## src/rtl/clock_pkg.sv

```systemverilog
// Shared definitions for the clock datapath: field widths, field limits,
// the time-set FSM encoding, and modular increment/decrement helpers.
package clock_pkg;

  localparam int SEC_W  = 6;
  localparam int MIN_W  = 6;
  localparam int HOUR_W = 5;

  localparam logic [SEC_W-1:0]  SEC_MAX  = 6'd59;
  localparam logic [MIN_W-1:0]  MIN_MAX  = 6'd59;
  localparam logic [HOUR_W-1:0] HOUR_MAX = 5'd23;

  // Encoding matches edit_field so the state can be exported unchanged.
  typedef enum logic [1:0] {
    RUN      = 2'd0,
    SET_HOUR = 2'd1,
    SET_MIN  = 2'd2,
    SET_SEC  = 2'd3
  } set_state_t;

  function automatic logic [5:0] wrap_inc(input logic [5:0] v, input logic [5:0] max_v);
    return (v >= max_v) ? 6'd0 : v + 6'd1;
  endfunction

  function automatic logic [5:0] wrap_dec(input logic [5:0] v, input logic [5:0] max_v);
    return (v == 6'd0 || v > max_v) ? max_v : v - 6'd1;
  endfunction

endpackage

```

## src/rtl/key_debounce.sv

```systemverilog
// One pushbutton path: 2-FF synchroniser, stability counter and a
// single-cycle pulse on each accepted released-to-pressed transition.
module key_debounce #(
  parameter int DEBOUNCE_CYCLES = 500000
) (
  input  logic clk,
  input  logic reset_n,
  input  logic key_n,
  output logic press
);

  localparam int CNT_W = $clog2(DEBOUNCE_CYCLES + 1);
  localparam logic [CNT_W-1:0] CNT_DONE = CNT_W'(DEBOUNCE_CYCLES);

  logic             sync1_q, sync1_d;
  logic             sync2_q, sync2_d;
  logic [CNT_W-1:0] cnt_q, cnt_d;
  logic             pressed_q, pressed_d;
  logic             press_q, press_d;

  always_comb begin
    sync1_d   = key_n;
    sync2_d   = sync1_q;
    cnt_d     = cnt_q;
    pressed_d = pressed_q;
    press_d   = 1'b0;
    // Once the counter holds DEBOUNCE_CYCLES differing samples, the level flips.
    if (cnt_q == CNT_DONE) begin
      pressed_d = ~pressed_q;
      press_d   = ~pressed_q;
      cnt_d     = '0;
    end else if ((~sync2_q) == pressed_q) begin
      cnt_d = '0;
    end else begin
      cnt_d = cnt_q + 1'b1;
    end
  end

  always_ff @(posedge clk or negedge reset_n) begin
    if (!reset_n) begin
      sync1_q   <= 1'b1;
      sync2_q   <= 1'b1;
      cnt_q     <= '0;
      pressed_q <= 1'b0;
      press_q   <= 1'b0;
    end else begin
      sync1_q   <= sync1_d;
      sync2_q   <= sync2_d;
      cnt_q     <= cnt_d;
      pressed_q <= pressed_d;
      press_q   <= press_d;
    end
  end

  assign press = press_q;

endmodule

```

## src/rtl/time_set_ctrl.sv

```systemverilog
// Time-set front end: debounced mode/inc/dec keys drive an hour/min/sec
// edit FSM that loads the running clock on commit or abandons on timeout.
module time_set_ctrl
  import clock_pkg::*;
#(
  parameter int DEBOUNCE_CYCLES = 500000,
  parameter int TIMEOUT_SECS    = 30
) (
  input  logic              clk,
  input  logic              reset_n,
  input  logic              sec_pulse,
  input  logic              key_mode_n,
  input  logic              key_inc_n,
  input  logic              key_dec_n,
  input  logic [SEC_W-1:0]  cur_sec,
  input  logic [MIN_W-1:0]  cur_min,
  input  logic [HOUR_W-1:0] cur_hour,
  output logic              clk_enable,
  output logic              load,
  output logic [SEC_W-1:0]  load_sec,
  output logic [MIN_W-1:0]  load_min,
  output logic [HOUR_W-1:0] load_hour,
  output logic [1:0]        edit_field
);

  localparam int TO_W = $clog2(TIMEOUT_SECS + 1);
  localparam logic [TO_W-1:0] TO_LIMIT = TO_W'(TIMEOUT_SECS);

  logic press_mode, press_inc, press_dec;

  key_debounce #(.DEBOUNCE_CYCLES(DEBOUNCE_CYCLES)) u_mode (
    .clk(clk), .reset_n(reset_n), .key_n(key_mode_n), .press(press_mode));
  key_debounce #(.DEBOUNCE_CYCLES(DEBOUNCE_CYCLES)) u_inc (
    .clk(clk), .reset_n(reset_n), .key_n(key_inc_n), .press(press_inc));
  key_debounce #(.DEBOUNCE_CYCLES(DEBOUNCE_CYCLES)) u_dec (
    .clk(clk), .reset_n(reset_n), .key_n(key_dec_n), .press(press_dec));

  set_state_t        state_q, state_d;
  logic [SEC_W-1:0]  edit_sec_q, edit_sec_d;
  logic [MIN_W-1:0]  edit_min_q, edit_min_d;
  logic [HOUR_W-1:0] edit_hour_q, edit_hour_d;
  logic [TO_W-1:0]   timeout_q, timeout_d;
  logic              load_q, load_d;
  logic [SEC_W-1:0]  load_sec_q, load_sec_d;
  logic [MIN_W-1:0]  load_min_q, load_min_d;
  logic [HOUR_W-1:0] load_hour_q, load_hour_d;
  logic              clk_enable_q;
  logic [1:0]        edit_field_q;
  logic              step_up, step_dn;

  // inc and dec together cancel out but still count as activity.
  assign step_up = press_inc & ~press_dec;
  assign step_dn = press_dec & ~press_inc;

  always_comb begin
    state_d     = state_q;
    edit_sec_d  = edit_sec_q;
    edit_min_d  = edit_min_q;
    edit_hour_d = edit_hour_q;
    timeout_d   = timeout_q;
    load_d      = 1'b0;
    load_sec_d  = load_sec_q;
    load_min_d  = load_min_q;
    load_hour_d = load_hour_q;
    if (state_q == RUN) begin
      timeout_d = '0;
      if (press_mode) begin
        state_d     = SET_HOUR;
        edit_sec_d  = cur_sec;
        edit_min_d  = cur_min;
        edit_hour_d = cur_hour;
      end
    end else if (press_mode) begin
      timeout_d = '0;
      case (state_q)
        SET_HOUR: state_d = SET_MIN;
        SET_MIN:  state_d = SET_SEC;
        default: begin
          state_d     = RUN;
          load_d      = 1'b1;
          load_sec_d  = edit_sec_q;
          load_min_d  = edit_min_q;
          load_hour_d = edit_hour_q;
        end
      endcase
    end else if (timeout_q == TO_LIMIT) begin
      state_d   = RUN;
      timeout_d = '0;
    end else begin
      case (state_q)
        SET_HOUR: begin
          if (step_up) edit_hour_d = HOUR_W'(wrap_inc(6'(edit_hour_q), 6'(HOUR_MAX)));
          if (step_dn) edit_hour_d = HOUR_W'(wrap_dec(6'(edit_hour_q), 6'(HOUR_MAX)));
        end
        SET_MIN: begin
          if (step_up) edit_min_d = wrap_inc(edit_min_q, MIN_MAX);
          if (step_dn) edit_min_d = wrap_dec(edit_min_q, MIN_MAX);
        end
        default: begin
          if (step_up) edit_sec_d = wrap_inc(edit_sec_q, SEC_MAX);
          if (step_dn) edit_sec_d = wrap_dec(edit_sec_q, SEC_MAX);
        end
      endcase
      if (press_inc || press_dec) timeout_d = '0;
      else if (sec_pulse)         timeout_d = timeout_q + 1'b1;
    end
  end

  always_ff @(posedge clk or negedge reset_n) begin
    if (!reset_n) begin
      state_q      <= RUN;
      edit_sec_q   <= '0;
      edit_min_q   <= '0;
      edit_hour_q  <= '0;
      timeout_q    <= '0;
      load_q       <= 1'b0;
      load_sec_q   <= '0;
      load_min_q   <= '0;
      load_hour_q  <= '0;
      clk_enable_q <= 1'b1;
      edit_field_q <= 2'd0;
    end else begin
      state_q      <= state_d;
      edit_sec_q   <= edit_sec_d;
      edit_min_q   <= edit_min_d;
      edit_hour_q  <= edit_hour_d;
      timeout_q    <= timeout_d;
      load_q       <= load_d;
      load_sec_q   <= load_sec_d;
      load_min_q   <= load_min_d;
      load_hour_q  <= load_hour_d;
      clk_enable_q <= (state_d == RUN);
      edit_field_q <= state_d;
    end
  end

  assign clk_enable = clk_enable_q;
  assign load       = load_q;
  assign load_sec   = load_sec_q;
  assign load_min   = load_min_q;
  assign load_hour  = load_hour_q;
  assign edit_field = edit_field_q;

endmodule

```

## config.mk

```make
export PLATFORM = sky130hd
export DESIGN_NAME = time_set_ctrl
export DESIGN_NICKNAME = d
export VERILOG_FILES = /design/src/rtl/clock_pkg.sv /design/src/rtl/key_debounce.sv /design/src/rtl/time_set_ctrl.sv
export SDC_FILE = /design/constraint.sdc
export NUM_CORES = 1
export LEC_CHECK = 0
export ABC_AREA = 1
export CORE_MARGIN = 1.5
export CORE_UTILIZATION = 60
export CTS_CLUSTER_DIAMETER = 200
export DETAILED_ROUTE_END_ITERATION = 8
export HOLD_SLACK_MARGIN = 0.06
export PLACE_DENSITY = 0.81
export SYNTH_ARGS = -nofsm -noshare
export SYNTH_HDL_FRONTEND = slang
export SYNTH_SLANG_ARGS = --single-unit
```

## constraint.sdc

```tcl
create_clock -name clk -period 2.2 [get_ports clk]
set_input_delay 0.44 -clock clk [delete_from_list [all_inputs] [get_ports clk]]
set_output_delay 0.44 -clock clk [all_outputs]
set_load 0.01 [all_outputs]
```

==> metrics.md <==
| Metric | Value |
|---|---|
| Status | completed |
| Clock sinks | 112 |
| Inserted Clock Buffers | 9 |
| Hold slack | 0.364 ns |
| Maximum VDD drop | 0.605 mV |
| Clock-pin slew on the worst setup and hold paths | 0.10 ns |
| DR pass1 iterations | 5 |
| CP endpoint kind | flip-flop |
| CTS tree | yes |
| Sequential-to-total area share from yosys stat | between 40% and 50% |
| Setup crit start kind | flip-flop |
| Drt total wl | 13900 um |
| Via/cell ratio | 5.25 |
| Via count | between 5000 and 6000 |
| Max stage delay cell, worst path | dfrtp_1 |
| Synth-to-Final Area Change | 12.3% |
| Drt wl/cell | 12.8 um |
| Syn. warnings | 0 |
| Max clock buf depth | 2 |
| RePlAce Congestion | roughly 0.91 |
| Die Width | 108 um |
| Grt ovf | 0 |
| Cells after Synth | 895 |
| Multi-input logic area | 3400 um2 |
| CTS H-tree lvls | 3 |
| Buffers on Ports | 43 |
| Worst-path fanout max | 14 |
| Final worst slack | 0.186 ns |
| Antenna violations before repair | 0 |
| Total GRT Usage | about a quarter |
| Crit-path max cell delay | 0.44 ns |
| CTS root buffer | clkbuf_8 |
| DR iter-0 viols | 312 |
| Vias in the first global route | 5254 |
| Leading cell type in the layout, fill and taps excluded | nand2_1 |
| DIE AREA | 11800 um2 |
| Crit-path most repeated cell | nand2_1 |
| # diodes | 0 |
| Final min period | 2.01 ns |
| CTS resizes | 0 |
| Fill cells | a little over 900 |
| Residual DRC count | 0 |
| Critical path buffers and inverters | 3 |
| I/O pins | 44 |
| Final setup fails | 0 |
| Number of synthesized flops with an enable pin | 0 |
| Crit Path Category | reg2reg |
| Post-synthesis async set-or-reset flop share | 100% |
| Final hold vios | 0 |
| Post-route clock skew | 0.00931 ns |
| Post-placement setup slack | 0.248 ns |
| First-pass GRT wire length | ~24000 um |
| Clk_lat worst skew | 0.39 ns |
| Synthesized area per cell | roughly 7.5 um2 |
| Netlist cell types | 37 |
| Commonest cells after routing, fill and taps aside | nand2_1, nor2_1, dfrtp_1, inv_1, nand3_1 |
| Leakage | 3.54 nW |
| Detailed Place HPWL | 10300 um |
| Delay-heaviest family, CP | simple AND/OR/NAND/NOR gates |
| Register area | around 2800 um2 |
| Achievable Freq | slightly below 0.5 GHz |
| Ys flop type | dfrtp_1 |
| Max-slew violations | 0 |
| Worst Path Required | ~2.5 ns |
| HP Class | reg2reg |
| Critical path cell sequence | inv_1, ha_1, inv_2, buf_4, nand2_2, o2111ai_2, nor2_1, nand2_1, nand2_1 |
| Pwr/cell area | 484 nW/um2 |
| Seq cells post-synth | 112 |
| Share of cells above drive strength 1 | 7.62% |
| Worst-Margin Slew | 0.587 ns |
| Max Cap Viol | 0 |
| Post-route setup TNS | 0 ns |
| Largest net degree at the start of global routing | 42 |
| Core Box Area | 10800 um2 |
| Tcrit/Tclk final | 91.5% |
| Post-Syn Area | 6680 um2 |
| Worst Path Arrival | 2.35 ns |
| Post-route ant nets | 0 |
| Nets@finish | 986 |
| Max_slew headroom | between 60% and 70% |
| RSZ-0062 raised after global routing | no |
| Site Rows | 38 |
| Initial Utilization | between 60% and 70% |
| Die height | between 100 and 150 um |
| Mapped Nets | 941 |
## synthesized netlist by cell type (2+ instances only)
library cell	instances	area (um2)
nor3_1	13	65.1
xnor2_1	9	78.8
dfrtp_1	105	2630
nand4_1	35	219
a21oi_1	11	55.1
nor2_4	5	56.3
nand2_2	3	18.8
nor2_2	3	18.8
nor3_2	2	20.0
nand2_4	3	33.8
or2_2	2	12.5
inv_1	87	327
and3_1	2	12.5
ha_1	23	288
nand2_1	229	860
o21ai_0	24	120
buf_2	8	40.0
nor2_1	173	649
dfstp_2	7	184
mux2_2	2	22.5
clkbuf_1	5	18.8
nand3_1	68	340
nor3b_1	2	15.0
nand3_2	5	50.1
xor2_1	37	324
nand3b_1	4	30.0
inv_2	12	45.0
o21bai_1	2	15.0
a21oi_2	3	26.3
buf_4	4	30.0
## logic make-up after synthesis
| kind of cell | after synthesis | share of synthesized area [%] |
|---|---|---|
| XOR/XNOR | 46 | 6.03 |
| AND/OR/NAND/NOR | 552 | 36.5 |
| AO/OA/AOI/OAI | 44 | 3.77 |
| multiplexers | 2 | 0.337 |
| flip-flops | 112 | 42.1 |
| adder cells (fa/ha/maj) | 23 | 4.31 |
| buffers and inverters | 116 | 6.90 |
## power by group
part,switching (W),internal (W),leakage [nW]
clock,0.000697,0.000655,0.109
sequential,0.0000158,0.00208,1.44
combinational,0.000105,0.0000724,1.99
total,0.000817,0.00281,3.54
## worst paths after layout
path,endpoint,cells past startpoint,start,slack (ns)
setup / recovery,edit_sec_q[1],9,edit_field[0],0.19
hold / removal,u_mode.sync2_q,0,u_mode.sync1_q,0.36
setup reg to reg,edit_sec_q[1],9,edit_field[0],0.19
hold reg to reg,u_mode.sync2_q,0,u_mode.sync1_q,0.36
max in group asynchronous,load_sec[2],3,reset_n,0.99
min in group asynchronous,u_inc.cnt_q[12],2,reset_n,0.57
## metrics by stage
stage                     utilization (%)  instance area [um2]  power (W)  std cells
after detailed placement             67.0                 7270    0.00232       1068
after global placement               67.0                 7270    0.00231       1068
after floorplan                         -                 6680    0.00220        895
after CTS                            69.1                 7500    0.00368       1085
after global routing                 69.1                 7500    0.00376       1085
final                                69.1                 7500    0.00363       1085
## layout make-up
type	instances	share of cell area (%)
Clock inverter	5	1.15
Inverter	99	4.96
Sequential cell	112	37.5
Tap cell	140	2.34
Clock buffer	11	1.75
Multi-Input combinational cell	667	45.4
Timing Repair Buffer	51	6.88
## sequential cells by signal (all words and copies together) (netlist names), 2 cells and up
name,cells
load_hour,5
edit_min_q,6
u_inc.cnt_q,19
load_min,6
u_mode.cnt_q,19
timeout_q,5
edit_sec_q,6
edit_field,2
load_sec,6
u_dec.cnt_q,19
edit_hour_q,5
## repair_timing
item	in CTS	in global routing
endpoints found under the hold margin	33	0
hold buffers	1	0
setup buffers	0	0
## metal layers
metal,global-route usage [%],vias to the layer above,wire [um]
li1,-,2926,-
met1,35.1,2597,6450
met2,40.5,158,6450
met3,5.73,14,835
met4,7.52,0,159
met5,0,-,0
No activity file was read; power rests on OpenSTA's default activity.
==> patch: new RTL, config.mk and constraints unchanged <==
`DEBOUNCE_CYCLES` is set to 500000 in 2 places; all go to 250000.
--- a/src/rtl/key_debounce.sv
+++ b/src/rtl/key_debounce.sv
@@ -1,7 +1,7 @@
 // One pushbutton path: 2-FF synchroniser, stability counter and a
 // single-cycle pulse on each accepted released-to-pressed transition.
 module key_debounce #(
-  parameter int DEBOUNCE_CYCLES = 500000
+  parameter int DEBOUNCE_CYCLES = 250000
 ) (
   input  logic clk,
   input  logic reset_n,
--- a/src/rtl/time_set_ctrl.sv
+++ b/src/rtl/time_set_ctrl.sv
@@ -3,7 +3,7 @@
 module time_set_ctrl
   import clock_pkg::*;
 #(
-  parameter int DEBOUNCE_CYCLES = 500000,
+  parameter int DEBOUNCE_CYCLES = 250000,
   parameter int TIMEOUT_SECS    = 30
 ) (
   input  logic              clk,
Function: same outputs for any inputs over 10 cycles, from zero or initial values and one cycle with reset_n low; that may be too few to reach the edited logic, so the function may still have changed.
==> patch against the unedited design <==
- synthesized area fell by 1.4%
- final area fell by 1.7%
- cell count rose by 0.28%
- sequential cell count fell by 3
- global-route usage fell by 0.23 points
- sequential power fell by 3%
- setup slack improved by 110 ps
- non-clock buffer count fell by 2
- power fell by 5.4%
- routed wire length fell by 1.9%
- critical path depth did not move
- sequential share of layout area fell by 0.36 points
- core utilization fell by 0.59 points
- critical path type unchanged
- critical endpoint is now edit_sec_q[4]
- largest cell class unchanged
- largest power group unchanged
==> patch: results (changes against the unedited design) <==
Placed design
  • Placed insts: 1071 (was 1068)
  • Gp weighted congestion: 0.9142 (was 0.9061)
  • Area after DPL: 7147 µm² (was 7268 µm²)

Finish
  • NumNets Final: 989 (was 986)
  • Layout cells sized above 1: 7.700% (was 7.619%)
  • Top Registers: u_dec.cnt_q (18), u_inc.cnt_q (18), u_mode.cnt_q (18) (was u_dec.cnt_q (19), u_inc.cnt_q (19), u_mode.cnt_q (19))

Global routing
  • GRT Overall Usage: 25.33% (was 25.56%)
  • GR met2 Demand/Resource: 43.68% (was 40.52%)
  • Met3 Usage GRT: 4.722% (was 5.726%)
  • Met1 Use GR: 32.22% (was 35.11%)
  • Pin count of the biggest net entering global routing: 49 (was 42)
  • First-pass GRT wire length: 23580 µm (was 23880 µm)

Detailed routing
  • Met2 WL: 6633 µm (was 6453 µm)
  • Vias/cell: 5.255 (was 5.249)
  • Starting DRT DRC Count: 299 (was 312)
  • WL met1: 6332 µm (was 6450 µm)

Power and ir drop
  • Maximum VDD drop: 0.0005759 V (was 0.0006045 V)
  • Leak pwr: 3.547 nW (was 3.539 nW)
  • NetSw: 0.8560 mW (was 0.8170 mW)
  • Seq pwr share: 59.6% (was 57.8%)

STA
  • Layout Skew: 8.050 ps (was 9.313 ps)
  • WHS: 362.3 ps (was 364.5 ps)

Synth
  • Top post-synthesis cells by count: nand2_1, nor2_1, inv_1, dfrtp_1, nand3_1 (was nand2_1, nor2_1, dfrtp_1, inv_1, nand3_1)
  • Distinct cell type count after synthesis: 33 (was 37)
  • Post-Syn Nets: 946 (was 941)
  • Post-Synthesis Cells: 900 (was 895)

Min path
  • Hold EP: u_dec.sync2_q (was u_mode.sync2_q)

Worst setup path
  • Flop2flop setup slack: 290 ps (was 190 ps)
  • Critical R2R Capture: edit_sec_q[4] (was edit_sec_q[1])

Run status
  • Run status: finished clean (unchanged)
## patch: cell types whose count changed in the layout (fill, tap and decap cells not counted), sizes merged, moves of 3 or more
cell / before / now
a21oi: 14 / 9
dfrtp: 105 / 102
inv: 102 / 112
nand2: 235 / 242
nand3: 73 / 78
nor2: 182 / 170
nor3: 15 / 23
o21ai: 25 / 36
xor2: 37 / 22
## patch: final cells by class
class	instances	area (µm²)	area share (%)
tap	140	175.2	2.378
timing repair buffer	49	500.5	6.793
multi-input combinational	666	3349	45.47
sequential	109	2736	37.14
clock buffer	10	137.6	1.868
inverter	108	405.4	5.503
clock inverter	6	62.56	0.8492
## patch: repair_timing
item | in CTS | in global routing
buffers inserted | 0 | 0
resized for setup | 0 | 3
hold buffers | 1 | 0
setup endpoints to repair | 0 | 12
hold endpoints to repair | 17 | 0
## patch: how the worst max path moves through the flow
stage / slack, ps / to
2_1_floorplan: 240 / edit_sec_q[0]
3_3_place_gp: 220 / edit_min_q[1]
3_5_place_dp: 80 / edit_min_q[3]
4_1_cts: 50 / edit_min_q[3]
5_1_grt: 90 / edit_sec_q[4]
6_report: 290 / edit_sec_q[4]
## patch: power groups by stage
stage | registers [mW] | clock network [mW] | logic, mW
final | 2.04 | 1.21 | 0.172
after floorplan | 2.08 | 0 | 0.0665
after detailed placement | 2.08 | 0 | 0.175
after CTS | 2.04 | 1.27 | 0.177
after global placement | 2.08 | 0 | 0.174
after global routing | 2.05 | 1.33 | 0.196
## patch: kinds of logic after synthesis
kind of cell    Yosys count  share of synthesized area (%)
compound gates           51                          4.181
xor+xnor                 32                          4.542
fa+ha+maj                23                          4.371
buf+inv                 125                          7.716
flops                   109                          41.56
mux                       2                         0.3421
simple gates            558                          37.29
